## src/rtl/shiftblock_feeder.sv

```systemverilog
// shiftblock_feeder: fetches 32-bit words and writes them byte-by-byte into the shift-block coprocessor. Rev 1.0
// Optional irq output and irq_en control bit: define SHIFTFEED_IRQ_EN.
`default_nettype none

module shiftblock_feeder #(
  parameter int         LEN_WIDTH = 16,
  parameter logic [3:0] SINK_ADDR = 4'h0
) (
  input  logic        clk,
  input  logic        reset,
  input  logic [1:0]  s_address,
  input  logic        s_read,
  output logic [31:0] s_readdata,
  input  logic        s_write,
  input  logic [31:0] s_writedata,
  output logic [31:0] m_rd_address,
  output logic        m_rd_read,
  input  logic [31:0] m_rd_readdata,
  input  logic        m_rd_waitrequest,
  input  logic        m_rd_readdatavalid,
  output logic [3:0]  m_wr_address,
  output logic        m_wr_write,
  output logic [31:0] m_wr_writedata,
  output logic [3:0]  m_wr_byteenable,
  input  logic        m_wr_waitrequest
`ifdef SHIFTFEED_IRQ_EN
  ,
  output logic        irq
`endif
);

  typedef enum logic [2:0] {
    IDLE   = 3'd0,
    RDREQ  = 3'd1,
    RDWAIT = 3'd2,
    WRBYTE = 3'd3,
    DONE   = 3'd4
  } state_t;

  localparam logic [LEN_WIDTH-1:0] LEN_ONE = 1;

  state_t               state, state_nx;
  logic [31:0]          src;
  logic [LEN_WIDTH-1:0] len;
  logic [LEN_WIDTH-1:0] sent;
  logic [31:0]          addr;
  logic [31:0]          word;
  logic [1:0]           bi;
  logic                 done;
  logic                 busy;
  logic                 ctrl_wr;
  logic                 start;
  logic                 rd_data;
  logic                 wr_accept;
  logic                 last_byte;
  logic [31:0]          status_word;
  logic                 unused_ok;

  assign unused_ok = s_read;
  assign busy      = (state != IDLE);
  assign ctrl_wr   = s_write && (s_address == 2'd2);
  assign start     = ctrl_wr && s_writedata[0] && (state == IDLE);
  assign rd_data   = (state == RDWAIT) && m_rd_readdatavalid;
  assign wr_accept = (state == WRBYTE) && !m_wr_waitrequest;
  assign last_byte = ((sent + LEN_ONE) == len);

`ifdef SHIFTFEED_IRQ_EN
  logic irq_en;
  assign irq = done & irq_en;
`endif

  always_comb begin
    state_nx   = state;
    m_rd_read  = 1'b0;
    m_wr_write = 1'b0;
    case (state)
      IDLE: begin
        if (start) state_nx = (len == '0) ? DONE : RDREQ;
      end
      RDREQ: begin
        m_rd_read = 1'b1;
        if (!m_rd_waitrequest) state_nx = RDWAIT;
      end
      RDWAIT: begin
        if (m_rd_readdatavalid) state_nx = WRBYTE;
      end
      WRBYTE: begin
        m_wr_write = 1'b1;
        if (!m_wr_waitrequest) begin
          if (last_byte)       state_nx = DONE;
          else if (bi == 2'd3) state_nx = RDREQ;
        end
      end
      DONE:    state_nx = IDLE;
      default: state_nx = IDLE;
    endcase
  end

  always_ff @(posedge clk) begin
    if (reset) begin
      state <= IDLE;
      src   <= '0;
      len   <= '0;
      sent  <= '0;
      addr  <= '0;
      word  <= '0;
      bi    <= '0;
      done  <= 1'b0;
`ifdef SHIFTFEED_IRQ_EN
      irq_en <= 1'b0;
`endif
    end else begin
      state <= state_nx;
      if (s_write && (state == IDLE)) begin
        if (s_address == 2'd0) src <= {s_writedata[31:2], 2'b00};
        if (s_address == 2'd1) len <= s_writedata[LEN_WIDTH-1:0];
      end
`ifdef SHIFTFEED_IRQ_EN
      if (ctrl_wr) irq_en <= s_writedata[1];
      if (s_write && (s_address == 2'd3)) done <= 1'b0;
`endif
      if (start) begin
        done <= 1'b0;
        if (len != '0) begin
          addr <= src;
          sent <= '0;
          bi   <= '0;
        end
      end
      if (rd_data) begin
        word <= m_rd_readdata;
        addr <= addr + 32'd4;
      end
      if (wr_accept) begin
        sent <= sent + LEN_ONE;
        bi   <= bi + 2'd1;
      end
      // Placed last so a same-cycle STATUS write cannot lose a completion.
      if (state == DONE) done <= 1'b1;
    end
  end

  assign m_rd_address    = addr;
  assign m_wr_address    = SINK_ADDR;
  assign m_wr_writedata  = {24'h0, word[{bi, 3'b000} +: 8]};
  assign m_wr_byteenable = m_wr_write ? 4'h1 : 4'h0;

  always_comb begin
    status_word                 = '0;
    status_word[0]              = busy;
    status_word[1]              = done;
    status_word[16+:LEN_WIDTH]  = sent;
  end

  always_comb begin
    s_readdata = '0;
    case (s_address)
      2'd0: s_readdata = src;
      2'd1: s_readdata = {{(32-LEN_WIDTH){1'b0}}, len};
`ifdef SHIFTFEED_IRQ_EN
      2'd2: s_readdata = {30'b0, irq_en, 1'b0};
`else
      2'd2: s_readdata = '0;
`endif
      default: s_readdata = status_word;
    endcase
  end

endmodule

`default_nettype wire
```

## config.mk

```make
export PLATFORM = sky130hd
export DESIGN_NAME = shiftblock_feeder
export DESIGN_NICKNAME = d
export VERILOG_FILES = /design/src/rtl/shiftblock_feeder.sv
export SDC_FILE = /design/constraint.sdc
export NUM_CORES = 1
export LEC_CHECK = 0
export BUFFER_PORTS_ARGS = -buffer_cell sky130_fd_sc_hd__buf_2
export CAP_MARGIN = 15
export CORE_UTILIZATION = 45
export DETAILED_ROUTE_END_ITERATION = 6
export PLACE_DENSITY = 0.8
export SLEW_MARGIN = 25
export SYNTH_ARGS = -nofsm -noshare
export SYNTH_HDL_FRONTEND = slang
export SYNTH_SLANG_ARGS = --single-unit
```

## constraint.sdc

```tcl
create_clock -name clk -period 3.7 [get_ports clk]
set_clock_uncertainty 0.15 [all_clocks]
set_input_delay 0.37 -clock clk [delete_from_list [all_inputs] [get_ports clk]]
set_output_delay 0.37 -clock clk [all_outputs]
set_load 0.05 [all_outputs]
```

==> out/qor.yml, run 1 <==
result_of_the_run: "complete, no violations"
post-place-cells: 1154
synth_xor_area_share_pct: 3.00
setup_violations: 0
gpl.final_weighted_congestion: 0.958
final_area_sq_um: 8330
fin_hold_ws_ns: 0.0306
synth-compound-area-share_pct: 19.4
timing.hold.worst.start: "s_writedata[17]"
clk-insertion-delay-late_ns: 0.42
non_filler_instance_count_after_layout: 1188
grt-ovfl-total: 0
yosys.cell_types.count: 74
final.setup.tns_ns: 0
layout-drive-gt1-share_pct: 21.4
slew_violations: 0
grt_pass1_vias: 6232
final_critical_path_setup_slack_ns: 0.881
highest_clock_rate_ghz: 0.355
clock_power_share_pct: 50.0
path_max_fanout: 8
ir_drop_v: 0.000311
pre_cts_slack_ns: 0.564
fraction_of_the_yosys_area_taken_by_sequential_cells_pct: 37.1
p_int_mw: 2.74
detailedPlacementHpwl_um: 14700
grtUsageTotal_pct: 26.1
io_pins: 179
floorplan.rows: 45
largest_family_of_logic_cells_by_synthesized_area: "simple AND/OR/NAND/NOR gates"
die_x_um: 127
start_util_pct: 46.1
dpl-instance-area_sq_um: 7660
post_cts_buffers: 0
synthesis.area_per_instance_sq_um: 7.94
synth.area.mux_share_pct: 7.63
antenna_found_initial: 1
comb_power_share_pct: 9.7
cts.root.buffer_cell: "clkbuf_16"
cts.repair.resized: 0
synthSimpleGateAreaFrac_pct: 24.1
drt_first_pass_iters: 6
finalCriticalPeriod_ns: 2.82
ys_dominant_reg_cell: "dfxtp_1"
end_kind: "register"
cts_buffer_depth: 2
sequentialPowerShare_pct: 40.3
worstHoldPathType: "input pin to register"
hold_viol: 0
synth-async-reset-ratio_pct: 0
wirelength_um: 21200
fillcell_total: 1363
mappedNetlistArea_sq_um: 7010
finalCritPeriodShare_pct: 76.2
worstSetupStartpoint: "sent[0]"
die-area_sq_um: 16100
nNetsFinal: 1062
power_switching_uw: 904
rr_startpoint: "sent[0]"
via_count: 7093
die-height_um: 127
detail_route.wl_per_cell_um: 17.9
cts.htree.levels: 4
syn2layout_area_growth_pct: 18.9
synth-seq-cells: 130
cp.arrival_ns: 2.96
total_power_mw: 3.64
detail_route.drc_violations: 0
cp_data_required_time_ns: 3.84
port-buffer-count: 144
iteration_0_drc_count_of_the_detailed_router: 721
power_switching_share_pct: 24.8
synthesis.yosys.warnings: 0
worst_setup_path_start_kind: "register"
synth-adder-area-share_pct: 0.536
vias_per_cell: 5.97
critPathKind: "register to register"
clkSinkCount: 130
cts-hold-fix-buffers: 0
number_of_violations_of_the_max_capacitance_limit: 0
final_core_util_pct: 54.8
path_clk_slew_ns: 0.06
grt_pass1_wl_um: 32600
grt_start_max_net_pins: 100
floorplan.core_area_sq_um: 15200
tightest_slew_ns: 0.868
worst_slew_margin_rel_pct: 41.9
syn-instance-count: 882
power_leakage_nw: 3.45
tritoncts: "yes"
drtAntennaViolNets: 0
power_density_nw_per_um2: 437
synth_enable_flop_cells: 0
number_of_cts_inserted_buffers: 17
rsz0062_at_grt: "false"
==> metal layers <==
metal	wire length, um	vias up	global-route usage (%)	part of all wire, %
li1	-	3299	-	-
met1	8860	3331	35.3	42
met2	9740	405	39.9	46
met3	2020	58	6.20	9.5
met4	618	0	11.0	2.9
met5	0	-	0	0
==> kinds of logic (layout without fill, tap and decap cells) <==
logic type                 after synthesis  after routing
DFF                                    130            130
adders and majority gates                3              3
AOI/OAI and AO/OA                      214            214
xor gates and xnor gates                24             24
and+or+nand+nor                        353            353
other                                    1             34
buffers and inverters                  115            200
muxes                                   42             42
==> cells in the final DEF, fill, tap and decap left out, drive strengths merged, types with 3 or more instances in the layout <==
master	count
a222oi	7
clkbuf	23
a2111oi	5
mux2i	32
conb	33
a31oi	7
a221oi	3
nor3	15
o31ai	3
nor4	16
bufinv	4
inv	13
a22o	16
a211oi	5
a311oi	5
or3	8
nand3	23
buf	155
o22ai	4
nor2	78
xnor2	12
and4	8
a21oi	110
and2	8
ha	3
o21ai	26
nand2	153
and3	9
clkinv	3
xor2	12
nand4	17
nand4b	4
dfxtp	130
mux4	9
==> cell usage after synthesis (7+ instances only) <==
library cell	number	area [sq um]
nor3_1	15	75.1
mux4_2	9	203
nand2_1	153	574
or3_1	8	50.1
and4_1	8	70.1
a222oi_1	7	70.1
nor4_1	14	87.6
o21ai_0	22	110
xor2_1	12	105
mux2i_1	32	320
buf_1	7	26.3
a31oi_1	7	43.8
inv_1	12	45.0
a22o_1	16	140
buf_4	35	263
nand4_1	16	100
a21oi_1	110	551
dfxtp_1	130	2600
nand3_1	21	105
clkbuf_1	54	203
xnor2_1	12	105
and3_1	8	50.1
nor2_1	78	293
==> power by group through the flow <==
stage / combinational [mW] / sequential, mW / clock [mW]
6_report: 0.354 / 1.47 / 1.82
5_1_grt: 0.375 / 1.47 / 1.90
4_1_cts: 0.348 / 1.47 / 1.83
3_5_place_dp: 0.346 / 1.50 / 0
3_3_place_gp: 0.342 / 1.49 / 0
2_1_floorplan: 0.274 / 1.49 / 0
==> worst max-delay path: stages (launching register included) <==
cell       delay [ns]
dfxtp_1          0.48
ha_1             0.35
nand3_2          0.19
nor4_4           0.45
mux2i_1          0.13
or3b_4           0.42
a2111oi_4        0.39
o22ai_1          0.13
==> path summary, 6_finish.rpt <==
check	to	slack, ns	cells past startpoint
setup reg to reg	state[0]	0.88	7
hold reg to reg	word[25]	0.30	2
setup / recovery	state[0]	0.88	7
hold / removal	src[17]	0.03	3
==> flip-flops by register name, summed over array words and instances, names as in the netlist <==
register	flops
word	32
m_rd_address	30
src	30
len	16
sent	16
state	3
bi	2
done	1
==> area by class of cell <==
cell class	instances	area (sq um)	share of cell area [%]
Antenna cell	1	2.50	0.0300
Clock buffer	23	498	5.98
Clock inverter	9	150	1.80
Inverter	13	48.8	0.586
Multi-Input combinational cell	669	3980	47.7
Sequential cell	130	2600	31.2
Tap cell	188	235	2.82
Timing Repair Buffer	155	818	9.82
Note: power is estimated with default switching activity, not from simulation.
==> inputs of run 2 (changes only) <==
Settings changed: ABC_AREA from default to 1.
Clock period 3.7 ns to 2.8 ns, I/O delays scaled along.
==> run 2 against run 1 <==
Against the previous run:
- synthesized cell count is 24% higher
- utilization increased by 3.4 points
- largest power group unchanged
- via count up 15%
- clock-buffer cell count fell by 4
- die area grew 4.0%
==> out/qor.yml, run 2 <==
antenna_found_initial: 0  # was 1
drt_first_pass_iters: 5  # was 6
clk-insertion-delay-late_ns: 0.44  # was 0.42 ns
clkSinkCount: 130  # unchanged
n_antenna_cell: 0  # was 1
power_density_nw_per_um2: 685  # was 437 nW/um^2
synth_area_leader_cell: "dfxtp_1"  # unchanged
pre_cts_slack_ns: 0.307  # was 0.564 ns
wirelength_um: 24200  # was 21,200 um
hold-path-endpoint: "src[14]"  # was src[17]
highest_clock_rate_ghz: 0.391  # was 0.355 GHz
port-buffer-count: 144  # unchanged
final_common_cell: "nand2_1"  # unchanged
synth.top_cell.area_share_pct: 35.7  # was 37.1%
cp.arrival_ns: 2.80  # was 2.96 ns
netlist_top_cells_count: "177 x nand2_1, 157 x nor2_1, 132 x o21ai_0"  # was 153 x nand2_1, 130 x dfxtp_1, 110 x a21oi_1
cts.root.buffer_cell: "clkbuf_16"  # unchanged
final.setup.tns_ns: 0  # unchanged
hold_viol: 0  # unchanged
yosys.cell_types.count: 44  # was 74
result_of_the_run: "complete, no violations"  # unchanged
syn-instance-count: 1091  # was 882
worst_slew_margin_rel_pct: 44.2  # was 41.9%
critPathKind: "register to register"  # unchanged
finalCritPeriodShare_pct: 91.2  # was 76.2%
detail_route.wl_per_cell_um: 16.1  # was 17.9 um
final_core_util_pct: 58.2  # was 54.8%
synth-seq-cells: 130  # unchanged
number_of_violations_of_the_max_capacitance_limit: 0  # unchanged
cts_buffer_depth: 2  # unchanged
power_leakage_nw: 3.97  # was 3.45 nW
tightest_slew_ns: 0.836  # was 0.868 ns
slew_violations: 0  # unchanged
number_of_flip_flops_in_the_largest_register: 32  # unchanged
drtAntennaViolNets: 0  # unchanged
gpl.final_weighted_congestion: 0.925  # was 0.958
layout-drive-gt1-share_pct: 19.5  # was 21.4%
worst_setup_path_start_kind: "register"  # unchanged
ff2ff_setup_slack_ns: 0.25  # was 0.88 ns
final_critical_path_setup_slack_ns: 0.245  # was 0.881 ns
via_count: 8158  # was 7,093
fraction_of_the_yosys_area_taken_by_sequential_cells_pct: 35.7  # was 37.1%
min_path_cells: 3  # unchanged
synthesis.yosys.warnings: 0  # unchanged
crit_chain: "nor4_1 -> nand3_1 -> nand2_1 -> nor2_4 -> nor2_1 -> inv_2 -> o221ai_1 -> nand2_1 -> inv_1"  # was ha_1 -> nand3_2 -> nor4_4 -> mux2i_1 -> or3b_4 -> a2111oi_4 -> o22ai_1
floorplan.rows: 46  # was 45
registers.top_by_ff_count: "word"  # unchanged
mappedNetlistArea_sq_um: 7290  # was 7010 sq um
nNetsFinal: 1348  # was 1,062
rr_startpoint: "len[11]"  # was sent[0]
detailedPlacementHpwl_um: 16600  # was 14,700 um
synthMostInstantiatedCell: "nand2_1"  # unchanged
io_pins: 179  # unchanged
final_area_sq_um: 9220  # was 8330 sq um
layout_common_cells: "177 x nand2_1, 157 x nor2_1, 144 x buf_2"  # was 153 x nand2_1, 143 x buf_2, 130 x dfxtp_1
cp_data_required_time_ns: 3.04  # was 3.84 ns
worst-r2r-cell-count: 9  # was 7
timing.critical_path.mode_cell: "nand2_1"
destination_of_the_worst_register_to_register_timing_path: "m_rd_address[14]"  # was state[0]
die-height_um: 129  # was 127 um
ys_dominant_reg_cell: "dfxtp_1"  # unchanged
grt_pass1_wl_um: 37600  # was 32,600 um
finalCriticalPeriod_ns: 2.55  # was 2.82 ns
crit_slowest_cell: "nor2_1"  # was dfxtp_1
die-area_sq_um: 16700  # was 16,100 sq um
path_clk_slew_ns: 0.06  # about the same
cts.htree.levels: 4  # unchanged
timing.hold.worst.start: "s_writedata[14]"  # was s_writedata[17]
start_util_pct: 46.1  # about the same
dpl-instance-area_sq_um: 8080  # was 7660 sq um
rsz0062_at_grt: "false"  # unchanged
tritoncts: "yes"  # unchanged
ir_drop_v: 0.000579  # was 0.000311 V
grt_pass1_vias: 7325  # was 6,232
grt_start_max_net_pins: 53  # was 100
synth_enable_flop_cells: 0  # unchanged
critical-path-max-stage-delay_ns: 0.58  # was 0.48 ns
die_x_um: 129  # was 127 um
syn2layout_area_growth_pct: 26.4  # was 18.9%
path_max_fanout: 10  # was 8
grtUsageTotal_pct: 29.4  # was 26.1%
end_kind: "register"  # unchanged
grt-ovfl-total: 0  # unchanged
detail_route.drc_violations: 0  # unchanged
vias_per_cell: 5.44  # was 5.97
iteration_0_drc_count_of_the_detailed_router: 833  # was 721
synthesis.area_per_instance_sq_um: 6.68  # was 7.94 sq um
cts.repair.resized: 0  # unchanged
floorplan.core_area_sq_um: 15800  # was 15,200 sq um
worstHoldPathType: "input pin to register"  # unchanged
synth-async-reset-ratio_pct: 0  # unchanged
synth_top_area_cells: "dfxtp_1 36%, nand2_1 9.1%, o21ai_0 9.1%, nor2_1 8.1%, inv_1 5.7%"  # was dfxtp_1 37%, nand2_1 8.2%, a21oi_1 7.9%, mux2i_1 4.6%, nor2_1 4.2%
number_of_cts_inserted_buffers: 17  # unchanged
total_power_mw: 6.32  # was 3.64 mW
setup_violations: 0  # unchanged
==> run 2: cell count changes in the layout (fill, tap and decap cells not counted), moves of 11 or more <==
cell | previous run | this run
nor2_2 | 1 | 12
nor2_1 | 77 | 157
inv_1 | 12 | 110
nand2_1 | 153 | 177
xnor2_1 | 12 | 0
a22o_1 | 16 | 0
nand2_2 | 0 | 15
o21ai_0 | 22 | 132
nand3_1 | 21 | 62
dlygate4sd3_1 | 0 | 52
a21oi_1 | 110 | 78
o22ai_1 | 4 | 31
mux2i_1 | 32 | 0
==> run 2: final cells by class <==
type / count / area, sq um
Inverter: 118 / 443
Tap cell: 216 / 270
Clock inverter: 13 / 174
Timing Repair Buffer: 211 / 1380
Multi-Input combinational cell: 794 / 3910
Sequential cell: 130 / 2600
Clock buffer: 19 / 443
Fill cell: 1474 / 6610
==> run 2: layer usage <==
metal	share of wire [%]	wire length (um)	track usage, %
met1	41	9930	38.4
met2	45	11000	46.6
met3	10	2430	6.44
met4	3.6	875	12.5
met5	0	0	0
==> run 2: repair_timing <==
| action | CTS | global route |
|---|---|---|
| buffers inserted | 0 | 0 |
| hold endpoints to repair | 54 | 0 |
| hold buffers | 52 | 0 |
==> run 2: worst max path at each step <==
stage | from | end | slack [ns] | depth (start not counted)
finish | len[11] | m_rd_address[14] | 0.25 | 9
global route | len[11] | m_rd_address[14] | 0.13 | 9
CTS | len[11] | m_rd_address[14] | 0.26 | 9
detailed placement | len[11] | m_rd_address[14] | 0.31 | 9
global placement | len[11] | m_rd_address[24] | 0.40 | 9
floorplan | state[2] | state[1] | 0.40 | 4
==> run 2: cells by family after synthesis <==
logic type | count (synthesis) | share of synthesized area, %
other | 1 | 0.0514
and+or+nand+nor | 485 | 30.3
DFF | 130 | 35.7
buffers and inverters | 199 | 12.4
AOI/OAI and AO/OA | 265 | 19.8
adders and majority gates | 3 | 0.515
xor gates and xnor gates | 8 | 1.34
==> run 2: critical path: cells and delay by family, from the launching register on <==
family	cells	cell delay, ns
compound gates	1	0.23
flops	1	0.36
simple gates	6	1.44
buf+inv	2	0.30
==> run 2: power breakdown <==
part	switching (mW)	internal [mW]	leakage, nW
logic	1.22	0.502	2.62
clock network	0.919	1.44	0.297
registers	0.161	2.07	1.06
==> run 2: per-stage QoR <==
step / hold WS (ns) / cells
after floorplan: 0.265 / 1123
after global placement: 0.309 / 1417
after detailed placement: 0.318 / 1417
after CTS: 0.00105 / 1501
after global routing: 0.000965 / 1501
final: 0.000540 / 1501
==> inputs of run 3 (changes only) <==
==> constraint.sdc (replaced) <==
create_clock -name clk -period 2.8 [get_ports clk]
set_clock_uncertainty 0.15 [all_clocks]
set_input_delay 0 -clock clk [delete_from_list [all_inputs] [get_ports clk]]
set_output_delay 0 -clock clk [all_outputs]
set_load 0.05 [all_outputs]
==> run 3 against run 2 <==
Against the previous run:
- hold slack improved by 0.040 ns
- critical endpoint is now src[13]
- maximum frequency fell by 1.6%
- die area did not move
- highest routed layer unchanged
- non-clock buffer count rose by 22
==> out/qor.yml, run 3 (synthesis results as in run 2) <==
result_of_the_run: "complete, no violations"  # unchanged
cts.repair.resized: 0  # unchanged
tightest_slew_ns: 0.832  # was 0.836 ns
drt_first_pass_iters: 6  # was 5
registers.top_by_ff_count: "word"  # unchanged
grtUsageTotal_pct: 29.6  # was 29.4%
fillcell_total: 1430  # was 1,474
die-height_um: 129  # unchanged
clk-insertion-delay-late_ns: 0.43  # was 0.44 ns
grt_pass1_vias: 7464  # was 7,325
final_common_cell: "nand2_1"  # unchanged
syn2layout_area_growth_pct: 29.0  # was 26.4%
detail_route.wl_per_cell_um: 16.2  # was 16.1 um
highest_clock_rate_ghz: 0.385  # was 0.391 GHz
finalCritPeriodShare_pct: 92.7  # was 91.2%
layout_common_cells: "177 x nand2_1, 157 x nor2_1, 144 x buf_2"  # unchanged
number_of_flip_flops_in_the_largest_register: 32  # unchanged
finalCriticalPeriod_ns: 2.60  # was 2.55 ns
power_density_nw_per_um2: 674  # was 685 nW/um^2
final_critical_path_setup_slack_ns: 0.203  # was 0.245 ns
ff2ff_setup_slack_ns: 0.20  # was 0.25 ns
worstHoldPathType: "input pin to register"  # unchanged
ir_drop_v: 0.000543  # was 0.000579 V
port-buffer-count: 144  # unchanged
seq_area_sq_um: 2600  # unchanged
cp.arrival_ns: 2.74  # was 2.80 ns
cts.root.buffer_cell: "clkbuf_16"  # unchanged
start_util_pct: 46.1  # unchanged
io_pins: 179  # unchanged
vias_per_cell: 5.42  # was 5.44
cts.htree.levels: 4  # unchanged
die_x_um: 129  # unchanged
grt_pass1_wl_um: 38000  # was 37,600 um
drtAntennaViolNets: 0  # unchanged
multi_input_comb_area_sq_um: 3910  # unchanged
detail_route.drc_violations: 0  # unchanged
hold_viol: 0  # unchanged
setup_violations: 0  # unchanged
non_filler_instance_count_after_layout: 1524  # was 1,501
post-place-cells: 1421  # was 1,417
path_max_fanout: 20  # was 10
power_leakage_nw: 4.05  # was 3.97 nW
number_of_cts_inserted_buffers: 17  # unchanged
path_clk_slew_ns: 0.06  # about the same
wirelength_um: 24700  # was 24,200 um
tritoncts: "yes"  # unchanged
floorplan.core_area_sq_um: 15800  # unchanged
cts_buffer_depth: 2  # unchanged
fin_hold_ws_ns: 0.0405  # was 0.000540 ns
floorplan.rows: 46  # unchanged
number_of_violations_of_the_max_capacitance_limit: 0  # unchanged
slew_violations: 0  # unchanged
rsz0062_at_grt: "false"  # unchanged
iteration_0_drc_count_of_the_detailed_router: 866  # was 833
final.setup.tns_ns: 0  # unchanged
antenna_found_initial: 1  # was 0
critPathKind: "register to register"  # unchanged
via_count: 8263  # was 8,158
die-area_sq_um: 16700  # unchanged
layout-drive-gt1-share_pct: 19.4  # was 19.5%
nNetsFinal: 1370  # was 1,348
grt-ovfl-total: 0  # unchanged
worst_slew_margin_rel_pct: 44.4  # was 44.2%
gpl.final_weighted_congestion: 0.945  # was 0.925
cp_data_required_time_ns: 2.94  # was 3.04 ns
end_kind: "register"  # unchanged
detailedPlacementHpwl_um: 17200  # was 16,600 um
worst_setup_path_start_kind: "register"  # unchanged
clkSinkCount: 130  # unchanged
pre_cts_slack_ns: 0.323  # was 0.307 ns
grt_start_max_net_pins: 49  # was 53
-- run 3: cell types whose count changed in the layout (fill, tap and decap cells not counted) --
| cell | previous run | this run |
|---|---|---|
| dlygate4sd3_1 | 52 | 70 |
| buf_4 | 13 | 19 |
| buf_12 | 2 | 0 |
| clkinv_4 | 2 | 0 |
| clkinvlp_4 | 2 | 4 |
| inv_6 | 4 | 6 |
| clkinv_2 | 1 | 0 |
| diode_2 | 0 | 1 |
| inv_8 | 1 | 0 |
-- run 3: report_power, final --
| group | internal [mW] | switching, mW |
|---|---|---|
| sequential | 2.07 | 0.163 |
| clock | 1.44 | 0.917 |
| combinational | 0.516 | 1.23 |
| total | 4.02 | 2.31 |
-- run 3: layout make-up --
type	instances	share of cell area, %
Multi-Input combinational cell	794	41.5
Clock buffer	19	4.71
Timing Repair Buffer	233	16.6
Tap cell	216	2.87
Clock inverter	13	1.84
Inverter	118	4.71
Antenna cell	1	0.0266
Sequential cell	130	27.7
-- run 3: worst max-delay path, stage by stage, from the launching register on --
cell           delay (ns)
dfxtp_1              0.33
nor2_1               0.16
inv_1                0.08
nor2_1               0.31
nand2_1              0.16
nor2_1               0.15
inv_1                0.28
o21ai_0              0.23
dlygate4sd3_1        0.57
a21oi_1              0.04
-- run 3: worst paths after layout --
| kind | startpoint | to | cells past startpoint |
|---|---|---|---|
| setup / recovery | state[1] | src[13] | 9 |
| setup reg to reg | state[1] | src[13] | 9 |
| hold reg to reg | word[17] | word[17] | 2 |
| hold / removal | s_write | done | 4 |
-- run 3: timing repair --
action                     in CTS  in global routing
setup endpoints to repair       0                  0
hold endpoints to repair      101                  0
buffers inserted                0                  0
hold buffers                   70                  0
-- run 3: per-stage QoR --
stage	util (%)	instance area (sq um)	total power, mW
after floorplan	-	7410	3.51
after global placement	51.1	8090	3.86
after detailed placement	51.1	8090	3.90
after CTS	59.4	9400	6.31
after global routing	59.4	9410	6.59
final	59.4	9410	6.34
-- run 3: metal layers --
layer | part of all wire (%) | wire length (um) | GRT usage, %
met2 | 45 | 11100 | 47.9
met1 | 41 | 10200 | 38.2
met4 | 3.7 | 917 | 13.4
met5 | 0 | 0 | 0
met3 | 9.9 | 2430 | 5.45
